File: config.mk
export PLATFORM = sky130hd
export DESIGN_NAME = psram_arbiter
export DESIGN_NICKNAME = d
export VERILOG_FILES = /design/src/rtl/psram_arbiter.sv
export SDC_FILE = /design/constraint.sdc
export NUM_CORES = 1
export LEC_CHECK = 0
export BUFFER_PORTS_ARGS = -buffer_cell sky130_fd_sc_hd__buf_2
export CORE_MARGIN = 1.5
export CORE_UTILIZATION = 52
export DETAILED_ROUTE_END_ITERATION = 10
export MAX_ROUTING_LAYER = met4
export PLACE_DENSITY = 0.85
export SLEW_MARGIN = 10
export SYNTH_ARGS = -nofsm -noshare
export SYNTH_HDL_FRONTEND = slang
export SYNTH_SLANG_ARGS = --single-unit
File: constraint.sdc
create_clock -name i_clk -period 4.5 [get_ports i_clk]
set_clock_uncertainty 0.05 [all_clocks]
set_input_delay 0.9 -clock i_clk [delete_from_list [all_inputs] [get_ports i_clk]]
set_output_delay 0.9 -clock i_clk [all_outputs]
set_load 0.1 [all_outputs]
File: src/rtl/psram_arbiter.sv
// Two-port psram arbiter: high-priority video reads and host reads/writes share one
// psram controller through its stb/busy handshake, with a bounded video run and a transaction timeout.
module psram_arbiter #(
  parameter int ADDR_W      = 24,
  parameter int DATA_W      = 16,
  parameter int MAX_VID_RUN = 8,
  parameter int TIMEOUT_CYC = 255
) (
  input  logic              i_clk,
  input  logic              i_rst,
  input  logic              i_v_req,
  input  logic [ADDR_W-1:0] i_v_addr,
  output logic              o_v_ack,
  output logic [DATA_W-1:0] o_v_dout,
  input  logic              i_h_req,
  input  logic              i_h_we,
  input  logic [ADDR_W-1:0] i_h_addr,
  input  logic [DATA_W-1:0] i_h_din,
  output logic              o_h_ack,
  output logic [DATA_W-1:0] o_h_dout,
  output logic              o_ps_stb,
  output logic              o_ps_we,
  output logic [ADDR_W-1:0] o_ps_addr,
  output logic [DATA_W-1:0] o_ps_din,
  input  logic              i_ps_busy,
  input  logic [DATA_W-1:0] i_ps_dout,
  output logic              o_owner,
  output logic              o_active,
  output logic              o_timeout
);

  typedef enum logic [1:0] {
    S_IDLE,
    S_ISSUE,
    S_WAIT,
    S_RESP
  } state_t;

  localparam int              RUN_W   = $clog2(MAX_VID_RUN + 1);
  localparam logic [RUN_W-1:0] RUN_MAX = RUN_W'(MAX_VID_RUN);
  localparam logic [7:0]       TMO_MAX = 8'(TIMEOUT_CYC);

  state_t           state_q, state_d;
  logic [RUN_W-1:0] run_q;
  logic [7:0]       tmo_q;
  logic             grant, grant_host, done, abort;

  always_comb begin
    // NOTE: every signal driven here gets a default first, so no path can infer a latch.
    state_d    = state_q;
    grant      = 1'b0;
    grant_host = 1'b0;
    done       = 1'b0;
    abort      = 1'b0;
    case (state_q)
      S_IDLE: begin
        // Busy high here means psram is still starting up or recovering from an abort.
        if (!i_ps_busy && (i_v_req || i_h_req)) begin
          grant      = 1'b1;
          grant_host = i_h_req && (!i_v_req || run_q == RUN_MAX);
          state_d    = S_ISSUE;
        end
      end
      S_ISSUE: begin
        if (i_ps_busy) begin
          state_d = S_WAIT;
        end else if (tmo_q == TMO_MAX) begin
          abort   = 1'b1;
          state_d = S_RESP;
        end
      end
      S_WAIT: begin
        if (!i_ps_busy) begin
          done    = 1'b1;
          state_d = S_RESP;
        end else if (tmo_q == TMO_MAX) begin
          abort   = 1'b1;
          state_d = S_RESP;
        end
      end
      S_RESP:  state_d = S_IDLE;
      default: state_d = S_IDLE;
    endcase
  end

  always_ff @(posedge i_clk or posedge i_rst) begin
    if (i_rst) begin
      state_q   <= S_IDLE;
      run_q     <= '0;
      tmo_q     <= '0;
      o_v_ack   <= 1'b0;
      o_v_dout  <= '0;
      o_h_ack   <= 1'b0;
      o_h_dout  <= '0;
      o_ps_stb  <= 1'b0;
      o_ps_we   <= 1'b0;
      o_ps_addr <= '0;
      o_ps_din  <= '0;
      o_owner   <= 1'b0;
      o_timeout <= 1'b0;
    end else begin
      // NOTE: non-blocking assignments, so every register here samples pre-edge values.
      state_q   <= state_d;
      o_v_ack   <= 1'b0;
      o_h_ack   <= 1'b0;
      o_timeout <= 1'b0;

      // Video run length only matters while the host is actually waiting.
      if (!i_h_req)
        run_q <= '0;
      else if (grant && grant_host)
        run_q <= '0;
      else if (grant && run_q != RUN_MAX)
        run_q <= run_q + RUN_W'(1);

      if (state_q == S_ISSUE || state_q == S_WAIT)
        tmo_q <= tmo_q + 8'd1;

      if (grant) begin
        o_owner   <= grant_host;
        o_ps_stb  <= 1'b1;
        o_ps_we   <= grant_host & i_h_we;
        o_ps_addr <= grant_host ? i_h_addr : i_v_addr;
        o_ps_din  <= grant_host ? i_h_din : '0;
        tmo_q     <= '0;
      end

      if (state_q == S_ISSUE && i_ps_busy) begin
        o_ps_stb <= 1'b0;
        o_ps_we  <= 1'b0;
      end

      if (done) begin
        if (o_owner) o_h_dout <= i_ps_dout;
        else         o_v_dout <= i_ps_dout;
      end

      if (abort) begin
        o_ps_stb  <= 1'b0;
        o_ps_we   <= 1'b0;
        o_timeout <= 1'b1;
        if (o_owner) o_h_dout <= '1;
        else         o_v_dout <= '1;
      end

      if (done || abort) begin
        o_v_ack <= !o_owner;
        o_h_ack <= o_owner;
      end
    end
  end

  assign o_active = (state_q != S_IDLE);

endmodule
==> results.txt, run 1 <==
* Result of the run: completed
* Mean post-synth cell area: 11.30 um^2
- The startpoint identified for the worst register-to-register timing path is state_q[0].
- Yosys printed 0 warnings.
- Wire length per cell after detailed routing: about 16 um
- The clock passes through at most 2 buffers.
- The layout has approximately 580 filler cells.
- TritonCTS created 9 clock buffers.
- For this run the aggregate overflow at the end of global routing stands at 0.
- ~170 I/O pins were placed.
* Sequential fraction of the synthesis area: between 50% and 60%
- Clock H-tree levels: 3
- Entering global routing, the biggest net connects 70 pins.
- Portion of synthesized cell area occupied by the leading cell type: 57.09%
- Core Box Area: 7370 um^2
- Post-Synthesis Cell Area: between 4000 and 5000 um^2
* Clock insertion delay at the later pin of the skew report: ~350 ps
* Iteration count of the initial detailed-routing pass: 4
* Fmax achieved: around 0.38 GHz
* Setup TNS after final layout: 0 ps
* Post-synthesis cell count: 357
* Vias in the first global route: 3202
- Layout Area Growth over Synthesis: 25.63%
- Post-cts hold buffer count: 0
- Class of the tightest hold or removal check: primary input to asynchronous set/reset pin
- Root buffer cell: sky130_fd_sc_hd__clkbuf_8
- Via-to-Cell Ratio: roughly 5.4
- Max-cap violations in this run came to 0.
- Crit path launch type: flip-flop
- Setup violations remaining at the end of the flow were counted as 0.
- Once detail routing completed, the nets flagged for antenna violations numbered 0.
- The floorplan step set the die width to between 90 and 100 um.
- Highest net fanout along the worst path: 69
* Top cells by area, synth: sky130_fd_sc_hd__dfrtp_1, sky130_fd_sc_hd__mux2i_1, sky130_fd_sc_hd__nand2_1
* Distinct cells, synth: 43
- The worst setup path is captured at a flip-flop.
- Via count: approximately 3300
- Number of failing hold endpoints at the final stage: 0
- The number of cells on the worst reg-to-reg path is 6.
- Resized Gates After CTS: 0
- Die height: 91.06 um
* Unrepaired setup endpoints after global routing: no
- CTS tree: yes
- At the end of routability-driven placement, the weighted congestion stood at ~0.86.
- The setup check on the worst reg-to-reg path leaves a slack of between 1500 and 2000 ps.
- Clock transition at the registers of the reported paths: ~100 ps
- Data arrives at the worst endpoint at 2860 ps.
- The final layout contains between 600 and 700 nets.
- Total nets after synthesis: approximately 450
- Capture instance of the worst register-to-register path: run_q[3]
* Post-route DRC violation count: 0
* Number of antenna violations at the first check in global routing: 0
* Sink Count: 92
* Slew at the pin with the worst max-slew slack: 1069 ps
* Final min period: around 2600 ps
- Rel. slew slack: between 20% and 30%
- The worst path uses a little under 60% of the clock period.
- For the worst setup path, the data required time is 4720 ps.
- The first global-routing pass estimated between 15000 and 20000 um of wire.
* Floorplan die area: between 8000 and 9000 um^2
- Global routing used approximately 25% of the available tracks across all layers.
* Aggregate routed wire length: between 9000 and 10000 um
* DRT iter0 DRCs: roughly 120
- Once the clock tree was built, the setup fixing pass inserted 0 buffers.
- Flops & latches, synth: roughly 90
- Initial Utilization: 54.72%
- Number of standard-cell rows in the floorplan: 31
- The number of antenna diodes in the final layout is 0.
- Proportion of layout cells with a drive suffix above 1: about two fifths
- The synthesized design spends more area on one cell type than any other, namely sky130_fd_sc_hd__dfrtp_1.
* Sum of net half-perimeters after detailed placement: approximately 7200 um
- The final max-slew violation count is 0.
- Port buffer count: approximately 160
- Crit Path Category: flip-flop to flip-flop
## layout by cell type (no fill, tap or decap), types with 6 or more instances in the layout
cell type,count
sky130_fd_sc_hd__nand2_1,63
sky130_fd_sc_hd__o21ai_0,29
sky130_fd_sc_hd__buf_2,164
sky130_fd_sc_hd__o22a_1,19
sky130_fd_sc_hd__o22a_2,13
sky130_fd_sc_hd__mux2i_1,25
sky130_fd_sc_hd__inv_1,6
sky130_fd_sc_hd__ha_1,8
sky130_fd_sc_hd__nor2_1,12
sky130_fd_sc_hd__nand3_1,21
sky130_fd_sc_hd__clkbuf_8,10
sky130_fd_sc_hd__dfrtp_1,92
## layout make-up
class | count | area (um^2) | area share, %
Sequential cell | 92 | 2302 | 45.44
Multi-Input combinational cell | 234 | 1553 | 30.65
Timing Repair Buffer | 168 | 850.8 | 16.79
Clock buffer | 10 | 137.6 | 2.717
Tap cell | 99 | 123.9 | 2.445
Clock inverter | 6 | 71.32 | 1.408
Inverter | 7 | 27.53 | 0.5433
## layer usage
| layer | global-route usage (%) | share of wire (%) | routed length, um | up-vias |
|---|---|---|---|---|
| met4 | 9.766 | 2.0 | 195 | 0 |
| li1 | - | - | - | 1561 |
| met3 | 4.690 | 4.7 | 460 | 18 |
| met5 | - | 0 | 0 | - |
| met2 | 42.66 | 53 | 5125 | 104 |
| met1 | 28.21 | 41 | 3979 | 1627 |
## worst max-delay path by stage
stage	from	slack, ps	to	depth (start not counted)
floorplan	i_rst	1160	asynchronous set/reset pin	1
global placement	i_ps_busy	1600	run_q[3]	4
detailed placement	i_ps_busy	1570	run_q[3]	4
CTS	state_q[0]	1850	run_q[3]	6
global route	state_q[0]	1630	run_q[3]	6
finish	state_q[0]	1870	run_q[3]	6
## stage by stage
step                      std cells  hold slack [ps]  util (%)  worst slack (ps)  cell area (um^2)
after CTS                       616            390.2     68.74              1846              5066
final                           616            395.1     68.74              1866              5066
after detailed placement        600            405.0     65.91              1565              4857
after global placement          600            396.9     65.91              1602              4857
after global routing            616            392.8     68.74              1628              5066
after floorplan                 357            463.2         -              1158              4033
## critical path: stages (launching register included)
cell and delay (ps):
sky130_fd_sc_hd__dfrtp_1 410, sky130_fd_sc_hd__inv_1 150, sky130_fd_sc_hd__ha_1 200, sky130_fd_sc_hd__inv_1 70, sky130_fd_sc_hd__or3_2 890, sky130_fd_sc_hd__or4_1 620, sky130_fd_sc_hd__a21boi_1 150
## synthesized netlist by cell type, drive strengths merged
cell type / count
nand4: 5
o31ai: 1
clkbuf: 11
and3: 2
inv: 7
o21a: 3
xnor2: 1
nand3b: 3
nor3: 1
o21ai: 29
nand2: 63
nor4: 4
a221oi: 1
nor4b: 1
o22a: 32
a211oi: 1
nand3: 21
and2: 1
mux2i: 26
dfrtp: 92
a21boi: 3
buf: 13
o22ai: 1
or4: 1
xor2: 4
nor2: 12
or3b: 1
and2b: 1
ha: 8
o21ba: 1
a21oi: 3
or3: 3
mux2: 1
## cell families after synthesis
| kind of cell | after synthesis | share of synthesized area [%] |
|---|---|---|
| AND/OR/NAND/NOR | 119 | 14.02 |
| flip-flops | 92 | 57.09 |
| AO/OA/AOI/OAI | 75 | 13.53 |
| buffers and inverters | 31 | 4.747 |
| multiplexers | 27 | 7.043 |
| adder cells (fa/ha/maj) | 8 | 2.482 |
| XOR/XNOR | 5 | 1.086 |
Power of run 1 is left out: the tool's default activity adds up to more than one toggle a clock period on the data nets, which glitch-free logic cannot reach.
==> inputs of run 2 (changes only) <==
Settings changed: CORE_UTILIZATION 52 to 48, PLACE_DENSITY 0.85 to 0.8.
Clock period 4.5 ns to 2.45 ns, I/O delays scaled along.
==> results.txt, run 2 (synthesized netlist as in run 1, its figures left out) <==
* Largest net degree at the start of global routing: 58 (was 70)
- Global-route wire length before repair: 15500 um (was 15590 um)
- The wire length on met3 came to 576 um (was 460 um).
* Cell with the largest stage delay on the worst path: sky130_fd_sc_hd__buf_2 (was sky130_fd_sc_hd__or3_2)
- Top delay family on crit path: buffers and inverters (was simple AND/OR/NAND/NOR gates)
* Horizontal extent of the die: 94.66 um (was 91.06 um)
* Proportion of layout cells with a drive suffix above 1: 41.03% (was 40.04%)
- Wire length on met2: 4888 um (was 5125 um)
- Highest layer used for signal routing: met4 (unchanged)
* Fmax achieved: 0.4484 GHz
* Initial Utilization: 49.33% (was 54.72%)
- The total die area is 8961 um^2 (was 8292 um^2).
- The area growth from synthesis to final layout was 27.86% (was 25.63%).
- Number of standard-cell rows in the floorplan: 33 (was 31)
- The routability congestion estimate was 0.9129 (was 0.8572).
- The kind of start point of the critical path is a flip-flop (unchanged).
- Vias in the first global route: 3200 (was 3202)
* Wire length per cell after detailed routing: 15.47 um (was 15.85 um)
- Critical Path Most Common Cell: sky130_fd_sc_hd__inv_1 (unchanged)
- Root buffer cell: sky130_fd_sc_hd__clkbuf_8 (unchanged)
* Via count: 3327 (was 3310)
- The max-cap check violation count came to 0 (unchanged).
- Aggregate routed wire length: 9732 um (was 9761 um)
- The accumulated negative setup slack is 0 ps (unchanged).
- Clock insertion delay at the later pin of the skew report: 350 ps (about the same)
* Number of buffers and inverters on the critical path: 3 (was 2)
* Required time of the critical path: 1910 ps (was 4720 ps)
- Most common cell after layout, fill and taps aside: sky130_fd_sc_hd__buf_2 (unchanged)
* Number of antenna diodes: 0 (unchanged)
- The post-detailed-route DRC marker count is 0 (unchanged).
- The maximum buffer depth of the clock tree was 2 (unchanged).
- Slew at the pin with the worst max-slew slack: 519.2 ps (was 1069 ps)
* Max-slew violation count: 0 (unchanged)
- Grt ovf: 0 (unchanged)
- Result of the run: completed (unchanged).
* Number of failing hold endpoints at the final stage: 0 (unchanged)
* CP Capture Type: output port (was flip-flop)
* Clock transition at the registers of the reported paths: 100 ps (about the same)
* Post-route ant nets: 0 (unchanged)
- Arrival time worst endpoint: 1690 ps (was 2860 ps)
- Crit Path Category: flip-flop to output port (was flip-flop to flip-flop)
- Port buffer count: 164 (unchanged)
- The detailed placement HPWL was 7317 um (was 7239 um).
* Unrepaired setup endpoints after global routing: no (unchanged)
- The relative slew slack is 65.62% (was 28.36%).
* Wl on met1: 4115 um (was 3979 um)
* Layout net count: 613 (was 606)
* Highest net fanout along the worst path: 5 (was 69)
* Iteration count of the initial detailed-routing pass: 4 (unchanged)
- The top-level I/O count is 165 (unchanged).
- The number of antenna violations at the first check in global routing was 0 (unchanged).
* Resized Gates After CTS: 0 (unchanged)
- Crit path cell chain: inv_1, ha_1, inv_1, buf_2 (was inv_1, ha_1, inv_1, or3_2, or4_1, a21boi_1)
- Fraction of the cycle the final worst path needs: between 90% and 100%
* Class of the tightest hold or removal check: primary input to asynchronous set/reset pin (unchanged)
- The total number of H-tree levels came to 3 (unchanged).
- Setup repair bufs after CTS: 0 (unchanged)
- The CTS tree is yes (unchanged).
- Final min period: ~2200 ps
- Core Box Area: 8175 um^2 (was 7370 um^2)
* Number of endpoints failing setup at the final stage: 0 (unchanged)
* Post-cts hold buffer count: 0 (unchanged)
- Max incr delay on CP: 450 ps (was 890 ps)
- Die height: 94.66 um (was 91.06 um)
- DRT iter0 DRCs: 177 (was 123)
- Commonest cells after routing, fill and taps aside: sky130_fd_sc_hd__buf_2, sky130_fd_sc_hd__dfrtp_1, sky130_fd_sc_hd__nand2_1, sky130_fd_sc_hd__o21ai_0, sky130_fd_sc_hd__mux2i_1 (unchanged)
- The TritonCTS buffer count is 9 (unchanged).
- The total global routing track utilization was 23.07% (was 24.66%).
- Sink Count: 92 (unchanged)
- Via-to-Cell Ratio: 5.289 (was 5.373)
[run 2: changes by cell type in the layout (fill, tap and decap cells not counted), sizes merged]
cell      delta
inv          -1
clkinvlp     +1
buf          +7
[run 2: path summary, 6_finish.rpt]
check | from | to | slack, ps | depth (start not counted)
setup / recovery | state_q[0] | o_active | 220 | 4
hold / removal | i_rst | asynchronous set/reset pin | 100 | 2
setup reg to reg | state_q[0] | flip-flop | 260 | 6
hold reg to reg | o_ps_din[6] | o_ps_din[6] | 420 | 2
max in group asynchronous | i_rst | o_ps_addr[6] | 1610 | 3
min in group i_clk | i_h_din[8] | o_ps_din[8] | 300 | 3
[run 2: routing by layer]
layer  GRT usage (%)  vias to the layer above
met5               -                        -
met4           7.090                        0
met3           4.670                       13
met2           38.21                      101
met1           28.47                     1638
li1                -                     1575
[run 2: per-stage QoR]
step                      setup slack [ps]  hold WS, ps  utilization [%]  std cells  instance area (um^2)
after global placement               309.7        397.2            60.48        613                  4945
after floorplan                      53.81        463.2                -        357                  4036
final                                219.7        101.6            63.07        629                  5156
after global routing                 38.65        118.2            63.07        629                  5156
after CTS                            148.0        109.8            63.04        629                  5154
after detailed placement             160.8        401.1            60.48        613                  4945
[run 2: area by class of cell]
class	instances	area, um^2
inverter	7	30.03
clock inverter	6	71.32
clock buffer	10	137.6
fill	677	3019
multi-input combinational	234	1555
timing repair buffer	175	928.4
tap	105	131.4
sequential	92	2302
Power of run 2 is left out for the same reason.
